**src/rtl/sad_search_ctrl.sv**
```systemverilog
// Block-match search sequencer: issues candidate indices into the SAD execute
// pipeline and keeps the running minimum of the tagged results it gets back.
//
// state   | meaning
// IDLE    | waiting for Start, issue outputs parked at zero
// ISSUE   | issuing Count=0..NUM_POS-1, one per unstalled cycle
// DRAIN   | all issued, collecting the remaining results
// DONE    | one-cycle completion pulse, best result frozen
module sad_search_ctrl #(
    parameter int NUM_POS = 64,
    parameter int SAD_W   = 12
) (
    input  logic             Clk,
    input  logic             Rst,
    input  logic             Start,
    input  logic             Stall,
    output logic [5:0]       Count,
    output logic             C_EN,
    input  logic             SadValid,
    input  logic [SAD_W-1:0] Sad,
    input  logic [5:0]       SadCount,
    output logic             Busy,
    output logic             Done,
    output logic [SAD_W-1:0] BestSad,
    output logic [5:0]       BestCount,
    output logic             Err
);

    localparam logic [1:0] S_IDLE  = 2'd0;
    localparam logic [1:0] S_ISSUE = 2'd1;
    localparam logic [1:0] S_DRAIN = 2'd2;
    localparam logic [1:0] S_DONE  = 2'd3;
    localparam logic [6:0] LAST    = 7'(NUM_POS);

    logic [1:0]       state_q, state_d;
    logic [5:0]       count_q, count_d;
    logic             c_en_q, c_en_d;
    logic [6:0]       nxt_q, nxt_d;
    logic [6:0]       rx_q, rx_d;
    logic [SAD_W-1:0] best_sad_q, best_sad_d;
    logic [5:0]       best_cnt_q, best_cnt_d;
    logic             err_q, err_d;
    logic             busy_q, done_q;

    always_comb begin
        state_d    = state_q;
        count_d    = count_q;
        c_en_d     = 1'b0;
        nxt_d      = nxt_q;
        rx_d       = rx_q;
        best_sad_d = best_sad_q;
        best_cnt_d = best_cnt_q;
        err_d      = err_q;

        // Results are consumed independently of Stall; surplus results past NUM_POS are dropped.
        if ((state_q == S_ISSUE || state_q == S_DRAIN) && SadValid && rx_q != LAST) begin
            if (SadCount != rx_q[5:0]) begin
                err_d = 1'b1;
            end
            rx_d = rx_q + 7'd1;
            if (Sad < best_sad_q) begin
                best_sad_d = Sad;
                best_cnt_d = SadCount;
            end
        end

        case (state_q)
            S_IDLE: begin
                count_d = 6'd0;
                if (Start) begin
                    state_d    = S_ISSUE;
                    best_sad_d = '1;
                    best_cnt_d = 6'd0;
                    rx_d       = 7'd0;
                    err_d      = 1'b0;
                    c_en_d     = !Stall;
                    nxt_d      = {6'd0, !Stall};
                end
            end
            S_ISSUE: begin
                // Count shows the pending index, so a stall holds it without advancing.
                if (nxt_q == LAST) begin
                    state_d = S_DRAIN;
                    count_d = 6'd0;
                end else begin
                    count_d = nxt_q[5:0];
                    c_en_d  = !Stall;
                    nxt_d   = nxt_q + {6'd0, !Stall};
                end
            end
            S_DRAIN: begin
                if (rx_d == LAST) begin
                    state_d = S_DONE;
                end
            end
            default: begin
                state_d = S_IDLE;
            end
        endcase
    end

    always_ff @(posedge Clk or posedge Rst) begin
        if (Rst) begin
            state_q    <= S_IDLE;
            count_q    <= 6'd0;
            c_en_q     <= 1'b0;
            nxt_q      <= 7'd0;
            rx_q       <= 7'd0;
            best_sad_q <= '1;
            best_cnt_q <= 6'd0;
            err_q      <= 1'b0;
            busy_q     <= 1'b0;
            done_q     <= 1'b0;
        end else begin
            state_q    <= state_d;
            count_q    <= count_d;
            c_en_q     <= c_en_d;
            nxt_q      <= nxt_d;
            rx_q       <= rx_d;
            best_sad_q <= best_sad_d;
            best_cnt_q <= best_cnt_d;
            err_q      <= err_d;
            busy_q     <= (state_d != S_IDLE);
            done_q     <= (state_d == S_DONE);
        end
    end

    assign Count     = count_q;
    assign C_EN      = c_en_q;
    assign Busy      = busy_q;
    assign Done      = done_q;
    assign BestSad   = best_sad_q;
    assign BestCount = best_cnt_q;
    assign Err       = err_q;

endmodule

```
**config.mk**
```make
export PLATFORM = sky130hd
export DESIGN_NAME = sad_search_ctrl
export DESIGN_NICKNAME = d
export VERILOG_FILES = /design/src/rtl/sad_search_ctrl.sv
export SDC_FILE = /design/constraint.sdc
export NUM_CORES = 1
export LEC_CHECK = 0
export CORE_MARGIN = 2
export CORE_UTILIZATION = 40
export CTS_CLUSTER_SIZE = 28
export DETAILED_ROUTE_END_ITERATION = 10
export PLACE_DENSITY = 0.7
export SLEW_MARGIN = 20
export SYNTH_ARGS = -nofsm -noshare
export SYNTH_HDL_FRONTEND = slang
export SYNTH_SLANG_ARGS = --single-unit
```
**constraint.sdc**
```tcl
create_clock -name Clk -period 2.69 [get_ports Clk]
set_clock_uncertainty 0.15 [all_clocks]
set_input_delay 0.538 -clock Clk [delete_from_list [all_inputs] [get_ports Clk]]
set_output_delay 0.538 -clock Clk [all_outputs]
set_load 0.1 [all_outputs]
```
### Word-level counts from Yosys, hierarchy flattened

Index checks and enable logic that the tools add are counted.

| operators by class | value |
|---|---|
| add/subtract/negate cells | 2 |
| $lt $le $gt $ge | 1 |
| eq/ne operators | 9 |
| mux-type cells | 27 |
| reductions and logical operators | 8 |

Operators with widths:

| kind | count |
|---|---|
| $mux 12 | 4 |
| $mux 7 | 5 |
| $mux 6 | 5 |
| $eq 7x7->1 const B | 2 |
| $pmux 7 s2 | 1 |
| $lt 12x12->1 | 1 |
| $pmux 6 s2 | 1 |
| $add 7x1->7 | 1 |
| $add 7x1->7 const B | 1 |
| $ne 7x7->1 const B | 1 |
| $mux 1 | 6 |
| $mux 2 | 3 |
| $ne 6x6->1 | 1 |
| $pmux 2 s3 | 1 |
| $eq 2x2->1 const B | 2 |
| $ne 2x2->1 const B | 2 |
| $reduce_bool 2->1 | 2 |
| $reduce_and 3->1 | 1 |
| $eq 2x1->1 const B | 1 |
| $logic_and 1x1->1 | 2 |
| $logic_not 2->1 | 1 |
| $pmux 1 s2 | 1 |
| $logic_not 1->1 | 1 |
| $logic_or 1x1->1 | 1 |

| storage, ports and cells | value |
|---|---|
| bits in registers | 44 |

### Depth between registers and ports, before layout

Gate-level depths: netlist (run 1).

| depth | value |
|---|---|
| word-level depth | 9 |
| gate-level depth with buffers | 10 |
| gate-level depth less buffers | 8 |

### Worst setup path before layout (run 1)

No wires, ideal clock.

| timing | value |
|---|---|
| path type | reg-to-reg |
| start | register best_sad_q[9], in the netlist BestSad[9] |
| end | register best_sad_q[10], in the netlist BestSad[10] |
| setup time | 0.075 ns |
| arrival | 2.322 ns |
| path slack | 0.143 ns |
| cell stages (with the launch flop) | 10 |
| path buffers | 2 |
| clock period less this slack | 2.547 ns |
| path through | dfstp_2 > inv_1 > ha_1 > a211o_2 > a21oi_4 > o211ai_2 > a21oi_2 > buf_6 > buf_12 > mux2i_1 |

| between the ends | value |
|---|---|
| cells in the longest elaborated chain, start to end | 5 |

RTL lines:

| item | RTL line | text |
|---|---|---|
| start: declaration | 40 | `logic [SAD_W-1:0] best_sad_q, best_sad_d;` |
| start signal: assignment | 120 | `best_sad_q <= best_sad_d;` |
| $lt 12x12->1 * | 61 | `if (Sad < best_sad_q) begin` |
| $mux 12 * | 61 |  |
| $mux 12 * | 56 | `if ((state_q == S_ISSUE \|\| state_q == S_DRAIN) && SadValid && rx_q != LAST) begin` |
| $mux 12 | 70 | `if (Start) begin` |
| $mux 12 * | 67 | `case (state_q)` |
| via best_sad_d[10] | 40 |  |

The timed path passes the listed nets; every way through them passes the cells marked *.
A chain may end at the register's enable or synchronous reset.

### Worst setup path after layout (run 1)

| timing | value |
|---|---|
| start | input port Sad[9] |
| end | register best_sad_q[5], in the netlist BestSad[5] |

| between the ends | value |
|---|---|
| cells in the longest elaborated chain, start to end | 5 |

RTL lines:

| item | RTL line | text |
|---|---|---|
| start: declaration | 20 | `input logic [SAD_W-1:0] Sad,` |
| $lt 12x12->1 * | 61 |  |
| $mux 12 * | 61 |  |
| $mux 12 * | 56 |  |
| $mux 12 | 70 |  |
| $mux 12 * | 67 |  |
| via best_sad_d[5] | 40 |  |

Marked as above.

==> out/qor.txt, run 1 <==
Gate power share - 56.1%
PD cells - 1090 mW/mm^2
Syn Std Cell Area - 0.00269 sq mm
FP Rows - 29
vias in the first global route - 2008
CTS tree - built
Crit Path Max Fanout - 4
top_reg_cell synth - dfrtp_1
Post-CTS Setup Bufs - 0
layout cells sized above 1 - 20.7%
CP Cell Sequence - clkdlybuf4s50_1, ha_1, a211o_2, a21oi_4, o211ai_2, a21oi_2, buf_4, mux2i_1
Clock power frac - 15.3%
Final #Nets - 366
clk sinks - 44
core area - 0.00642 sq mm
WL final - 5.26 mm
die width - 86.0 um
Resized cells post-CTS - 0
Starting DRT DRC Count - 133
max_cap viols - 0
multi-input logic area - 0.00138 sq mm
hold_buf cts - 0
syn_nets - 316
number of vias per cell - 5.14
Final Max Slew Viols - 0
placed cells - 393
clk buf depth - 2
Sum Neg Setup Slack - 0 ns
worst min path class - reg -> reg
CTS root buffer - clkbuf_8
fill cell count - 580
largest net degree at the start of global routing - 45
H-tree lvl count - 2
final worst-path cycle share - 87.7%
Seq/Total Area, Yosys - 41.5%
Non-Filler Instances - 401
DRC Markers - 0
EDFF count, synth - 0
grt ovf - 0
Area after DPL - 0.00316 sq mm
net switching power - 0.00182 W
I/O pins - 51
Crit path buffers/inverters - 2
worst hold slack - 0.351 ns
Final HPWL DP - 3.98 mm
via count - 2061
Pint - 0.00176 W
Worst-path clk slew - 0.08 ns
post-place setup slack - 0.0251 ns
f_max - 424 MHz
post-synthesis area per instance - 9.84 sq um
global-route wire length before repair - 8.83 mm
total die area - 0.00739 sq mm
area grow syn2layout - 22.3%
CP Capture Type - register
final instance area - 0.00328 sq mm
Syn Inst Count - 273
actual slew at the worst max-slew pin - 0.542 ns
sequential share of power - 28.6%
Placer Congestion - 0.824
Initial Util - 41.8%
RSZ-0062 raised after global routing - no
Synth top area share - 29.8%
switching share of power - 50.8%
WP data arrival - 2.43 ns
endpoints failing hold - 0
status - complete, no violations
yosys warns - 0
slowest CP cell - clkdlybuf4s50_1
crit start category - input pin
Register Area - 0.00112 sq mm
wire per inst - 13.1 um
critical path's largest stage delay - 0.43 ns
relative slew slack - 63.9%
asr flop ratio synth - 100%
final setup vio count - 0
kind of cell adding the most delay to the critical path - compound AO/OA/AOI/OAI gates
fin crit period - 2.36 ns
Yosys cell types - 52
Worst Setup Slack, final - 0.331 ns
Chip Height - 86.0 um
initial antenna violation count - 0
router iterations before antenna repair - 4
Leak - 1.58 nW
Total Routing Usage GR - 15.0%
worst skew pair latency - 0.29 ns
Inserted Diodes - 0
VDD IR max - 0.308 mV
CTS Buf Count - 5
top post-synthesis cells by area - dfrtp_1, dfstp_2, ha_1
flops & latches, synth - 44
PortBufs - 50
critical path class - in -> reg
Synth area leader - dfrtp_1
critical path required time - 2.76 ns
Routed Antenna Nets - 0
metrics by stage:
| stage | utilization, % | power [W] |
|---|---|---|
| final | 51.1 | 0.00358 |
| after global routing | 51.1 | 0.00379 |
| after CTS | 51.1 | 0.00361 |
| after detailed placement | 49.2 | 0.00306 |
| after global placement | 49.2 | 0.00302 |
| after floorplan | - | 0.00265 |
registers in the layout, indices dropped and copies added (netlist names):
signal / count
nxt_q: 7
state_q: 2
BestSad: 12
Err: 1
Count: 6
Done: 1
Busy: 1
C_EN: 1
rx_q: 7
BestCount: 6
cells in the final DEF (no fill, tap or decap), types with 2 or more instances in the layout:
| cell type | netlist | routed |
|---|---|---|
| o21ai_0 | 3 | 3 |
| xnor2_1 | 8 | 8 |
| buf_4 | 2 | 33 |
| xor2_1 | 9 | 9 |
| and3_1 | 3 | 3 |
| mux2i_1 | 19 | 19 |
| dfstp_2 | 12 | 12 |
| nor2_1 | 51 | 51 |
| clkbuf_8 | 0 | 7 |
| inv_1 | 21 | 21 |
| clkdlybuf4s50_1 | 0 | 22 |
| dfrtp_1 | 32 | 32 |
| nand3_1 | 6 | 6 |
| a22o_1 | 4 | 4 |
| a21oi_1 | 11 | 11 |
| ha_1 | 20 | 20 |
| nand4_1 | 4 | 4 |
| a31oi_1 | 4 | 4 |
| or3_1 | 2 | 2 |
| nand2_1 | 21 | 21 |
| o21ai_1 | 2 | 2 |
per-layer routing:
layer	global-route usage (%)	wire length, um	share of wire (%)
met5	0	0	0
met1	17.4	2320	44
met2	26.8	2640	50
met4	5.34	96	1.8
met3	3.75	196	3.7
synth_stat cells (2+ instances only):
library cell  count
dfrtp_1          32
buf_6             2
a31oi_1           4
o21ai_0           3
buf_8             2
nand2_1          21
clkbuf_1          4
dfstp_2          12
mux2i_1          19
nand3_1           6
or3_1             2
ha_1             20
nor2_1           51
nand4_1           4
o21ai_1           2
a21oi_1          11
buf_4             2
xnor2_1           8
xor2_1            9
a22o_1            4
inv_1            21
and3_1            3
buf_2             2
layout make-up:
| type | instances | share of cell area (%) |
|---|---|---|
| clock inverters | 1 | 0.914 |
| repair buffers | 56 | 14.9 |
| multi-input cells | 195 | 42.0 |
| flip-flops and latches | 44 | 34.0 |
| inverters | 21 | 2.40 |
| well taps | 77 | 2.93 |
| clock buffers | 7 | 2.93 |
power groups by stage:
stage	clock network, W	logic [W]	registers (W)
final	0.000548	0.00201	0.00102
after global routing	0.000592	0.00215	0.00105
after CTS	0.000566	0.00202	0.00102
after detailed placement	0	0.00202	0.00104
after global placement	0	0.00199	0.00103
after floorplan	0	0.000820	0.00183
worst min-delay path: stages, from the launching register on:
cell     delay, ns
dfrtp_1       0.35
a21oi_1       0.04
nor2_1        0.07
kinds of logic after synthesis:
kind of cell	after synthesis	synth area share (%)
flip-flops	44	41.5
AO/OA/AOI/OAI	41	12.0
multiplexers	19	7.08
adder cells (fa/ha/maj)	20	9.32
buffers and inverters	34	7.13
XOR/XNOR	17	5.54
AND/OR/NAND/NOR	98	17.4
final timing paths:
check | start | end | slack (ns) | cells past startpoint
max reg2reg | BestSad[9]$_DFF_PP1_ | BestSad[5]$_DFF_PP1_ | 0.45 | 8
max | Sad[9] | BestSad[5]$_DFF_PP1_ | 0.33 | 8
min reg2reg | Err$_DFF_PP0_ | Err$_DFF_PP0_ | 0.35 | 2
max in group asynchronous | Rst | BestSad[11]$_DFF_PP1_ | 1.47 | 3
min | Err$_DFF_PP0_ | Err$_DFF_PP0_ | 0.35 | 2
min in group asynchronous | Rst | Count[0]$_DFFE_PP0P_ | 0.54 | 3
Note: power is estimated with default switching activity, not from simulation.
==> run 2: changes to the inputs <==
CELL_PAD_IN_SITES_DETAIL_PLACEMENT = 1   (was unset)
CELL_PAD_IN_SITES_GLOBAL_PLACEMENT = 2   (was unset)
CORE_UTILIZATION = 32   (was 40)
PLACE_DENSITY = 0.85   (was 0.7)
==> run 2 against run 1 <==
Against the previous run: maximum frequency decreased by 0.95%; design area grew 0.34%; hold slack lost 0.0032 ns; global-route usage hardly changed; clock-buffer cell count shrank 1; via count is 1.6% higher; combinational power hardly changed; register-to-register slack worse by 0.02 ns; largest cell class unchanged; critical path type unchanged; critical path depth unchanged; sequential power hardly changed.
==> out/qor.txt, run 2 (synthesis results as in run 1) <==
Final HPWL DP - 4.85 mm (+22%)
actual slew at the worst max-slew pin - 0.587 ns (+0.0444 ns)
Leak - 1.57 nW (-0.72%)
H-tree lvl count - 2 (unchanged)
Area after DPL - 0.00319 sq mm (+0.95%)
final setup vio count - 0 (unchanged)
WL final - 6.31 mm (+20%)
relative slew slack - 60.9% (-3.0 points)
via count - 2093 (+1.6%)
critical path required time - 2.76 ns (about the same)
number of vias per cell - 4.87 (-5.3%)
Crit Path Max Fanout - 9 (+5)
initial antenna violation count - 0 (unchanged)
global-route wire length before repair - 10.7 mm (+21%)
fill cell count - 937 (+62%)
Post-CTS Setup Bufs - 0 (unchanged)
Inserted Diodes - 0 (unchanged)
PD cells - 1080 mW/mm^2 (-0.81%)
f_max - 420 MHz (-0.95%)
final instance area - 0.00330 sq mm (+0.34%)
most frequent cells in the layout - nor2_1, buf_4, dfrtp_1
CTS tree - built
Chip Height - 95.6 um (+11%)
Starting DRT DRC Count - 71 (-47%)
Routed Antenna Nets - 0 (unchanged)
Total Routing Usage GR - 15.0% (-0.042 points)
critical path class - in -> reg
fin crit period - 2.38 ns (+0.0226 ns)
Final #Nets - 367 (+0.27%)
CP Capture Type - register
Sum Neg Setup Slack - 0 ns (unchanged)
critical path's largest stage delay - 0.43 ns (about the same)
layout cells sized above 1 - 20.6% (-0.064 points)
FP Rows - 33 (+14%)
router iterations before antenna repair - 4 (unchanged)
die width - 95.6 um (+11%)
total power draw - 0.00356 W (-0.47%)
Util after Layout - 40.3% (-11 points)
commonest non-fill, non-tap cell in the layout - nor2_1
crit start category - input pin
core area - 0.00818 sq mm (+27%)
PortBufs - 50 (unchanged)
slowest CP cell - clkdlybuf4s50_1
clk sinks - 44 (unchanged)
max_cap viols - 0 (unchanged)
final worst-path cycle share - 88.5% (+0.84 points)
DRC Markers - 0 (unchanged)
max reg flops - 12 (unchanged)
Worst-path clk slew - 0.09 ns (about the same)
Placer Congestion - 0.775 (-5.9%)
I/O pins - 51 (unchanged)
endpoints failing hold - 0 (unchanged)
vias in the first global route - 2140 (+6.6%)
RSZ-0062 raised after global routing - no
Resized cells post-CTS - 0 (unchanged)
WP data arrival - 2.45 ns (+0.02 ns)
grt ovf - 0 (unchanged)
largest net degree at the start of global routing - 45 (unchanged)
hold_buf cts - 0 (unchanged)
clk buf depth - 2 (unchanged)
CTS Buf Count - 5 (unchanged)
VDD IR max - 0.473 mV (+54%)
Initial Util - 32.9% (-9.0 points)
worst skew pair latency - 0.29 ns (about the same)
Final Max Slew Viols - 0 (unchanged)
wire per inst - 14.7 um (+12%)
worst min path class - reg -> reg
area grow syn2layout - 22.7%
status - complete, no violations
CTS root buffer - clkbuf_8
CP Cell Sequence - clkdlybuf4s50_1, ha_1, a211o_2, a21oi_4, o211ai_2, a21oi_2, buf_4, mux2i_1
total die area - 0.00914 sq mm (+24%)
-- run 2: changes by cell type in the layout (fill, tap and decap cells not counted) --
cell      delta
clkbuf_1     +1
clkinv_1     +1
inv_1        -1
buf_12       -1
buf_4        +2
clkbuf_8     -2
clkinv_2     +1
-- run 2: final timing paths --
check	endpoint	from	slack (ns)	cells past startpoint
worst max-delay path	BestSad[10]$_DFF_PP1_	Sad[9]	0.31	8
worst min-delay path	Count[1]$_DFFE_PP0P_	Count[1]$_DFFE_PP0P_	0.35	2
worst max register to register	BestSad[10]$_DFF_PP1_	BestSad[9]$_DFF_PP1_	0.43	8
worst min register to register	Count[1]$_DFFE_PP0P_	Count[1]$_DFFE_PP0P_	0.35	2
max in group asynchronous	Count[4]$_DFFE_PP0P_	Rst	1.44	3
min in group asynchronous	nxt_q[0]$_DFFE_PP0P_	Rst	0.54	3
-- run 2: metal layers --
| layer | up-vias | share of wire [%] | track usage, % |
|---|---|---|---|
| li1 | 1027 | - | - |
| met4 | 0 | 0.93 | 4.29 |
| met1 | 1028 | 45 | 19.0 |
| met2 | 36 | 50 | 26.0 |
| met3 | 2 | 4.5 | 2.77 |
| met5 | - | 0 | 0 |
-- run 2: layout make-up --
class	count	area, sq um	area share, %
flip-flops and latches	44	1120	33.9
repair buffers	57	483	14.7
well taps	105	131	3.99
clock buffers	6	72.6	2.20
inverters	21	78.8	2.39
multi-input cells	195	1380	41.8
clock inverters	2	35.0	1.06
-- run 2: through the flow --
step | hold WS (ns) | instances | setup slack, ns
2_1_floorplan | 0.371 | 273 | 0.143
3_3_place_gp | 0.330 | 422 | 0.0982
3_5_place_dp | 0.333 | 422 | 0.0122
4_1_cts | 0.359 | 430 | 0.311
5_1_grt | 0.382 | 430 | 0.208
6_report | 0.348 | 430 | 0.308
-- run 2: report_power, final --
part	internal [W]	total [W]	switching, W
sequential	0.000863	0.00102	0.000162
combinational	0.000566	0.00203	0.00146
clock	0.000276	0.000506	0.000230
-- run 2: worst max-delay path: cells and delay by family --
family	cells	cell delay (ns)
muxes	1	0.23
buffers and inverters	2	0.66
AOI/OAI and AO/OA	4	0.69
adders and majority gates	1	0.32
